<file path="src/rtl/ysyx_24100029_pred_check.sv">
// Branch-prediction checker: queues BPU predictions in program order, compares them
// against resolved outcomes, raises flush/redirect on mispredict and drives BPU updates.
module ysyx_24100029_pred_check #(
    parameter int DEPTH = 4,
    parameter int CNT_W = 32
) (
    input  logic             clock,
    input  logic             reset,
    input  logic             push_valid,
    output logic             push_ready,
    input  logic [31:0]      push_pc,
    input  logic [31:0]      push_npc,
    input  logic             push_taken,
    input  logic             res_valid,
    output logic             res_ready,
    input  logic [31:0]      res_pc,
    input  logic             res_is_br,
    input  logic             res_taken,
    input  logic [31:0]      res_target,
    output logic             flush,
    output logic [31:0]      redirect_pc,
    output logic             br_valid,
    output logic             br_is_taken,
    output logic [31:0]      br_pc,
    output logic [31:0]      br_npc,
    output logic             order_err,
    output logic [CNT_W-1:0] stat_br,
    output logic [CNT_W-1:0] stat_miss
);

    localparam int PTR_W = $clog2(DEPTH);
    localparam logic [PTR_W:0] FULL_CNT = (PTR_W + 1)'(DEPTH);

    typedef enum logic [0:0] {
        ST_RUN   = 1'b0,
        ST_FLUSH = 1'b1
    } state_t;

    state_t             state_r, state_nx;
    logic [PTR_W-1:0]   wptr_r, wptr_nx;
    logic [PTR_W-1:0]   rptr_r, rptr_nx;
    logic [PTR_W:0]     count_r, count_nx;

    logic [31:0]        pc_q  [DEPTH];
    logic [31:0]        npc_q [DEPTH];
    logic               tk_q  [DEPTH];

    logic               push_ready_r, res_ready_r;
    logic               flush_r;
    logic [31:0]        redirect_pc_r;
    logic               br_valid_r, br_is_taken_r;
    logic [31:0]        br_pc_r, br_npc_r;
    logic               order_err_r;
    logic [CNT_W-1:0]   stat_br_r, stat_miss_r;

    logic               push_fire_s, res_fire_s;
    logic [31:0]        actual_s;
    logic               miss_s;

    assign push_fire_s = push_valid && push_ready_r;
    assign res_fire_s  = res_valid && res_ready_r;
    assign actual_s    = (res_is_br && res_taken) ? res_target : (res_pc + 32'd4);
    // A non-branch predicted taken is wrong even if its npc happens to be pc+4.
    assign miss_s      = res_fire_s &&
                         ((actual_s != npc_q[rptr_r]) || (!res_is_br && tk_q[rptr_r]));

    // Next-state, pointer and occupancy computation.
    always_comb begin
        state_nx = state_r;
        wptr_nx  = wptr_r;
        rptr_nx  = rptr_r;
        count_nx = count_r;
        case (state_r)
            ST_RUN: begin
                if (miss_s) begin
                    state_nx = ST_FLUSH;
                    wptr_nx  = {PTR_W{1'b0}};
                    rptr_nx  = {PTR_W{1'b0}};
                    count_nx = {(PTR_W + 1){1'b0}};
                end else begin
                    if (push_fire_s) wptr_nx = wptr_r + PTR_W'(1);
                    else             wptr_nx = wptr_r;
                    if (res_fire_s)  rptr_nx = rptr_r + PTR_W'(1);
                    else             rptr_nx = rptr_r;
                    if (push_fire_s && !res_fire_s)      count_nx = count_r + (PTR_W + 1)'(1);
                    else if (!push_fire_s && res_fire_s) count_nx = count_r - (PTR_W + 1)'(1);
                    else                                 count_nx = count_r;
                end
            end
            ST_FLUSH: begin
                state_nx = ST_RUN;
            end
            default: begin
                state_nx = ST_RUN;
                wptr_nx  = {PTR_W{1'b0}};
                rptr_nx  = {PTR_W{1'b0}};
                count_nx = {(PTR_W + 1){1'b0}};
            end
        endcase
    end

    // Prediction storage; wrong-path writes are harmless since pointers get cleared.
    always_ff @(posedge clock or negedge reset) begin
        if (!reset) begin
            for (int i = 0; i < DEPTH; i++) begin
                pc_q[i]  <= 32'd0;
                npc_q[i] <= 32'd0;
                tk_q[i]  <= 1'b0;
            end
        end else if (push_fire_s) begin
            pc_q[wptr_r]  <= push_pc;
            npc_q[wptr_r] <= push_npc;
            tk_q[wptr_r]  <= push_taken;
        end
    end

    // Control state, handshakes, flush/redirect, BPU update and statistics.
    always_ff @(posedge clock or negedge reset) begin
        if (!reset) begin
            state_r       <= ST_RUN;
            wptr_r        <= {PTR_W{1'b0}};
            rptr_r        <= {PTR_W{1'b0}};
            count_r       <= {(PTR_W + 1){1'b0}};
            push_ready_r  <= 1'b0;
            res_ready_r   <= 1'b0;
            flush_r       <= 1'b0;
            redirect_pc_r <= 32'd0;
            br_valid_r    <= 1'b0;
            br_is_taken_r <= 1'b0;
            br_pc_r       <= 32'd0;
            br_npc_r      <= 32'd0;
            order_err_r   <= 1'b0;
            stat_br_r     <= {CNT_W{1'b0}};
            stat_miss_r   <= {CNT_W{1'b0}};
        end else begin
            state_r      <= state_nx;
            wptr_r       <= wptr_nx;
            rptr_r       <= rptr_nx;
            count_r      <= count_nx;
            push_ready_r <= (state_nx == ST_RUN) && (count_nx < FULL_CNT);
            res_ready_r  <= (state_nx == ST_RUN) && (count_nx != {(PTR_W + 1){1'b0}});

            flush_r       <= miss_s;
            br_valid_r    <= res_fire_s && res_is_br;
            br_is_taken_r <= (res_fire_s && res_is_br) ? res_taken  : 1'b0;
            br_pc_r       <= (res_fire_s && res_is_br) ? res_pc     : 32'd0;
            br_npc_r      <= (res_fire_s && res_is_br) ? res_target : 32'd0;

            if (miss_s) begin
                redirect_pc_r <= actual_s;
                stat_miss_r   <= stat_miss_r + CNT_W'(1);
            end
            if (res_fire_s && res_is_br) begin
                stat_br_r <= stat_br_r + CNT_W'(1);
            end
            if (res_fire_s && (res_pc != pc_q[rptr_r])) begin
                order_err_r <= 1'b1;
            end
        end
    end

    assign push_ready  = push_ready_r;
    assign res_ready   = res_ready_r;
    assign flush       = flush_r;
    assign redirect_pc = redirect_pc_r;
    assign br_valid    = br_valid_r;
    assign br_is_taken = br_is_taken_r;
    assign br_pc       = br_pc_r;
    assign br_npc      = br_npc_r;
    assign order_err   = order_err_r;
    assign stat_br     = stat_br_r;
    assign stat_miss   = stat_miss_r;

endmodule

</file>
<file path="config.mk">
export PLATFORM = sky130hd
export DESIGN_NAME = ysyx_24100029_pred_check
export DESIGN_NICKNAME = d
export VERILOG_FILES = /design/src/rtl/ysyx_24100029_pred_check.sv
export SDC_FILE = /design/constraint.sdc
export NUM_CORES = 1
export LEC_CHECK = 0
export ABC_AREA = 1
export CAP_MARGIN = 20
export CORE_MARGIN = 1
export CORE_UTILIZATION = 40
export DETAILED_ROUTE_END_ITERATION = 8
export PLACE_DENSITY = 0.62
export SLEW_MARGIN = 20
export SYNTH_ARGS = -nofsm -noshare
export SYNTH_HDL_FRONTEND = slang
export SYNTH_SLANG_ARGS = --single-unit
</file>
<file path="constraint.sdc">
create_clock -name clock -period 2.42 [get_ports clock]
set_input_delay 0.363 -clock clock [delete_from_list [all_inputs] [get_ports clock]]
set_output_delay 0.363 -clock clock [all_outputs]
set_load 0.03 [all_outputs]
</file>
Word-level counts from Yosys, hierarchy flattened
Index checks and enable logic that the tools add are counted.
{"block": "word_totals", "ff_bits": 434, "latch_bits": 0, "mem_bits_rw": 0, "n_memories": 0, "output_inout_bits": 166, "romBits": 0}
{"block": "op_classes", "bitwise": 4, "add_sub_neg": 7, "mux": 30, "n_lt_le_gt_ge": 4, "n_mul": 0, "eq_ne": 2, "reduce_logical": 21, "n_shift": 0, "div": 0}
{"cell": "$bwmux 128", "n": 2}
{"cell": "$mux 32", "n": 8}
{"cell": "$bmux 32 s2", "n": 2}
{"cell": "$add 32x1->32 const B", "n": 2}
{"cell": "$demux 32 s2", "n": 1}
{"cell": "$ne 32x32->1", "n": 2}
{"cell": "$add 32x3->32 const B", "n": 1}
{"cell": "$logic_and 1x1->1", "n": 12}
{"cell": "$mux 3", "n": 4}
{"cell": "$mux 2", "n": 4}
{"cell": "$ge 3x3->1 const B", "n": 2}
{"cell": "$not 2->3", "n": 2}
{"cell": "$mux 1", "n": 5}
{"cell": "$add 2x1->2 const B", "n": 2}
{"cell": "$bwmux 4", "n": 1}
{"cell": "$reduce_and 2->1", "n": 2}
{"cell": "$reduce_bool 2->1", "n": 2}
{"cell": "$add 3x1->3 const B", "n": 1}
{"cell": "$logic_not 1->1", "n": 3}
{"cell": "$lt 3x1->1 const B", "n": 1}
{"cell": "$lt 3x3->1 const B", "n": 1}
{"cell": "$reduce_bool 3->1", "n": 1}
{"cell": "$sub 3x1->3 const B", "n": 1}
{"cell": "$bmux 1 s2", "n": 1}
{"cell": "4 further kinds", "n": 5}

Longest topological paths before layout
{"block": "logic_depth", "ltp_word": 11, "depth_mapped": 21}

Worst setup path after synthesis
OpenSTA, ideal clock, no wires.
{"block": "synth_path", "path_type": "register -> register", "start": "reg res_ready_r (netlist: res_ready)", "end": "reg stat_br_r[30] (netlist: stat_br[30])", "stages_incl_launch_ff": 17, "setup_ns": 0.123, "path_slack_ns": -0.046, "required_ns": 2.297, "arrival_time_ns": 2.344, "cell_sequence": "dfrtp_1 > nand2_2 > clkinv_2 > nand2_2 > nor2_4 > nand3_2 > nor2_2 > nand2_1 > nor2_2 > nand3_1 > nor2_1 > nand3_1 > nor2_2 > nand3_1 > nor2_1 > nand3_1 > xor2_1"}
{"block": "synth_between", "elab_chain_len": 2}
{"item": "start: declaration", "line_no": "48", "text": "logic push_ready_r, res_ready_r;"}
{"item": "start signal: assignment", "line_no": "141", "text": "res_ready_r <= (state_nx == ST_RUN) && (count_nx != {(PTR_W + 1){1'b0}});"}
{"item": "$logic_and 1x1->1", "line_no": "61", "text": "assign res_fire_s = res_valid && res_ready_r;"}
{"item": "$logic_and 1x1->1", "line_no": "153", "text": "if (res_fire_s && res_is_br) begin"}
{"item": "end signal: assignment", "line_no": "133", "text": "stat_br_r <= {CNT_W{1'b0}};"}
{"item": "end signal: assignment", "line_no": "154", "text": "stat_br_r <= stat_br_r + CNT_W'(1);"}
{"item": "end: declaration", "line_no": "54", "text": "logic [CNT_W-1:0] stat_br_r, stat_miss_r;"}
Every way passes these cells.
A chain may end at the register's enable or synchronous reset.

Worst setup path after layout
{"block": "layout_path", "start": "reg rptr_r[0]", "end": "reg redirect_pc_r[9] (netlist: redirect_pc[9])"}
{"block": "layout_between", "elab_chain_len": 7, "elab_cells_between_ends": 11, "classes_between": "eq/ne: 1; mux: 6; bitwise: 1; reduce/logical: 3"}
{"item": "start: declaration", "line_no": "41", "text": "logic [PTR_W-1:0] rptr_r, rptr_nx;"}
{"item": "start signal: assignment", "line_no": "122", "text": "rptr_r <= {PTR_W{1'b0}};"}
{"item": "start signal: assignment", "line_no": "138", "text": "rptr_r <= rptr_nx;"}
{"item": "$not 2->3 (not written as such) *", "line_no": "65", "text": "((actual_s != npc_q[rptr_r]) || (!res_is_br && tk_q[rptr_r]));"}
{"item": "$bmux 32 s2 / $bmux 1 s2 (equally long branches)", "line_no": "65"}
{"item": "$mux 32 (not written as such) / $mux 1 (equally long branches) (2 in series)", "line_no": "65"}
{"item": "$ne 32x32->1 / $logic_and 1x1->1 (equally long branches)", "line_no": "65"}
{"item": "$logic_or 1x1->1 *", "line_no": "65"}
{"item": "$logic_and 1x1->1 *", "line_no": "64", "text": "assign miss_s = res_fire_s &&"}
{"item": "end signal: assignment", "line_no": "150", "text": "redirect_pc_r <= actual_s;"}
{"item": "end: declaration", "line_no": "50", "text": "logic [31:0] redirect_pc_r;"}
Mark *: on every way between the ends. The rest lies on a longest branch, timed or not. The select of a mux whose other input is x is not followed.

==> run_results.csv <==
group,metric,value,unit
logic_synthesis,netlist_area,20850,um^2
sta,finClkSkew,0.01873,ns
finish,seq_area,10870,um^2
placement,hpwlAfterDp,52580,um
detailed_routing,via_per_inst,5.086,
run,maxCapViolCount,0,
logic_synthesis,synth_fp_nets,2779,
detailed_routing,drt_first_pass_iters,8,
logic_synthesis,avgSynthCellArea,7.914,um^2
logic_synthesis,synth_top_area_frac,0.5208,
detailed_routing,drc,0,
finish,fin_nets,3278,
critical_path,crit_path_end_kind,"register",
cts,cts_buffers,48,
critical_path,crit_slowest_cell,"dfrtp_4",
critical_path,cp_max_fo,21,
global_routing,antenna_found_initial,1,
floorplan,dieWidth,230.3,um
finish,layout-drive-gt1-share,0.1422,
outcome,violations,"negative setup slack",
finish,finalCoreUtilization,0.5623,
critical_path,crit_required,2.89,ns
cts,clock-sinks,434,
finish,multiInputGateArea,8889,um^2
floorplan,core_area,51410,um^2
finish,area_growth,38.62,%
floorplan,core.rowCount,83,
logic_synthesis,async_flop_share,1.000,
logic_synthesis,yosysUniqueCellTypes,38,
sta,rsz0062_at_grt,"true",
floorplan,start_util,0.4056,
sta,whs,0.1802,ns
global_routing,grt_pass1_wl,109500,um
sta,max_freq,376.8,MHz
critical_path,arrival,3.13,ns
floorplan,die_area,53050,um^2
logic_synthesis,ys_seq_area_frac,0.5208,
floorplan,die_h,230.3,um
critical_path,crit_chain,"buf_4 > buf_4 > nand2_1 > a32oi_1 > inv_1 > nand3_1 > nand2_1 > nor2_1 > nand2_1 > nor2_2 > nand3_4 > nand2_8 > inv_6 > clkbuf_16 > nand2_1 > nand2_1",
cts,cts_tree,"yes",
global_routing,grt_pass1_vias,18730,
placement,place_area,26590,um^2
global_routing,overflow,0,
detailed_routing,wl_per_cell,18.77,um
logic_synthesis,synth_area_leaders,"dfrtp_1, nand2_1, o21ai_0",
finish,mostFrequentLayoutCell,"nand2_1",
cts,cts_root_buffer,"clkbuf_16",
detailed_routing,drt_wl_total,72290,um
logic_synthesis,synth_seq_cells,434,
critical_path,worstSetupStartpointType,"register",
sta,tightest_slew,0.7105,ns
detailed_routing,ant_nets,0,
cts,cts_buffer_depth,3,
cts,clock_latency,0.60,ns
critical_path,worstRegToRegCells,16,
critical_path,path_common_cell,"nand2_1",
logic_synthesis,ys_warn_count,0,
finish,fin_area,28910,um^2
detailed_routing,drt_iter0_drc,1716,
logic_synthesis,synthCells,2635,
outcome,status,"finished, violations left",
logic_synthesis,yosysTopAreaCell,"dfrtp_1",
sta,final-hold-violation-count,0,
global_routing,grtUsageTotal,0.2684,
sta,fin_crit_sh,1.097,
placement,place_congestion,0.9408,
critical_path,critPathMaxStageDelay,0.48,ns
logic_synthesis,synth_ff_type,"dfrtp_1",
power,power.density,1153,nW/um^2
finish,nFillCells,4705,
power,peakVddDrop,606.8,uV
cts,h-tree-depth,2,
global_routing,grt_max_degree,69,
finish,final_cell_mix,"nand2_1, dfrtp_1, o21ai_0",
min_path,whs_path_depth,3,
detailed_routing,route.vias.total,19590,
critical_path,criticalPathCategory,"reg2reg",
power,cellLeakagePower,0.01419,uW
min_path,hp-class,"in2reg",
sta,setup_viol,76,
sta,report.final.slew_viol_count,0,
sta,post-route-min-period,2.654,ns
floorplan,io_pins,301,
sta,fin_ws,-0.2340,ns
cts,cts.clk_slew.worst_paths,0.06,ns
placement,port_buffers,300,
sta,max_slew_margin,0.5264,
logic_synthesis,synth_edf_count,0,
==> synthesized netlist by cell type (23+ instances only) <==
cell type	number
buf_2	33
nand2_1	818
clkbuf_1	71
dfrtp_1	434
nor2_1	243
nand4_1	23
o21ai_0	369
inv_1	226
nand3_1	122
xor2_1	72
o22ai_1	39
==> worst max-delay path: cells and delay by family, from the launching register on <==
kind	cells	cell delay, ns
buffers and inverters	5	0.78
and+or+nand+nor	10	0.95
AOI/OAI and AO/OA	1	0.32
DFF	1	0.48
==> path summary, 6_finish.rpt <==
path                                start        endpoint  slack (ns)
min in group asynchronous           reset   stat_miss[14]        0.30
max in group asynchronous           reset       rptr_r[0]        1.23
worst max register to register  rptr_r[0]  redirect_pc[9]       -0.23
worst min register to register  order_err       order_err        0.47
worst min-delay path            res_pc[3]        br_pc[3]        0.18
worst max-delay path            rptr_r[0]  redirect_pc[9]       -0.23
==> cell families (layout without fill, tap and decap cells) <==
family | Yosys count | in the layout | synth area share
XOR/XNOR | 86 | 86 | 0.03612
other | 0 | 1 | 0
adder cells (fa/ha/maj) | 9 | 9 | 0.005400
multiplexers | 1 | 1 | 0.0004800
AND/OR/NAND/NOR | 1281 | 1281 | 0.2511
buffers and inverters | 362 | 898 | 0.06990
flip-flops | 434 | 434 | 0.5208
AO/OA/AOI/OAI | 462 | 462 | 0.1162
==> state kept, by name, summed over array words and instances, names as in the netlist, 2 cells and up <==
register / count
br_pc: 32
stat_miss: 32
pc_q: 128
tk_q: 4
stat_br: 32
rptr_r: 2
redirect_pc: 32
count_r: 3
wptr_r: 2
npc_q: 128
br_npc: 32
==> repair_timing <==
action,4_1_cts,5_1_grt
pin swaps,2,23
hold buffers,1,0
cloned,2,8
endpoints found under the setup margin,76,84
endpoints found under the hold margin,39,0
gates resized for setup,23,77
setup buffers,1,8
==> layout make-up <==
type / count / area share
flip-flops and latches: 434 / 0.3759
multi-input cells: 1839 / 0.3075
repair buffers: 577 / 0.1988
clock buffers: 72 / 0.04813
inverters: 234 / 0.03108
well taps: 680 / 0.02943
clock inverters: 15 / 0.009090
diodes: 1 / 0.00008657
==> through the flow <==
stage          setup slack [ns]  TNS (ns)  instances  power, uW
2_1_floorplan          0.009626         0       2635      18680
3_3_place_gp            -0.9939    -71.61       3745      24420
3_5_place_dp            -0.9910    -71.00       3745      24760
4_1_cts                 -0.2005    -10.24       3836      32800
5_1_grt                 -0.3739    -24.26       3851      35410
6_report                -0.2340    -13.10       3852      33320
==> where the power goes <==
| part | total, uW | internal, uW | switching, uW |
|---|---|---|---|
| clock network | 7660 | 4620 | 3040 |
| logic | 14200 | 5820 | 8380 |
| registers | 11500 | 9890 | 1570 |
| total | 33300 | 20300 | 13000 |
==> per-layer routing <==
metal	routed length (um)	share of wire	GRT usage	vias to the layer above
met5	11	0.00015	0	-
met4	2423	0.034	0.09913	2
met3	4345	0.060	0.04241	133
met2	33770	0.47	0.4282	668
met1	31740	0.44	0.3680	9362
li1	-	-	-	9427
No activity file was read; power rests on OpenSTA's default activity.
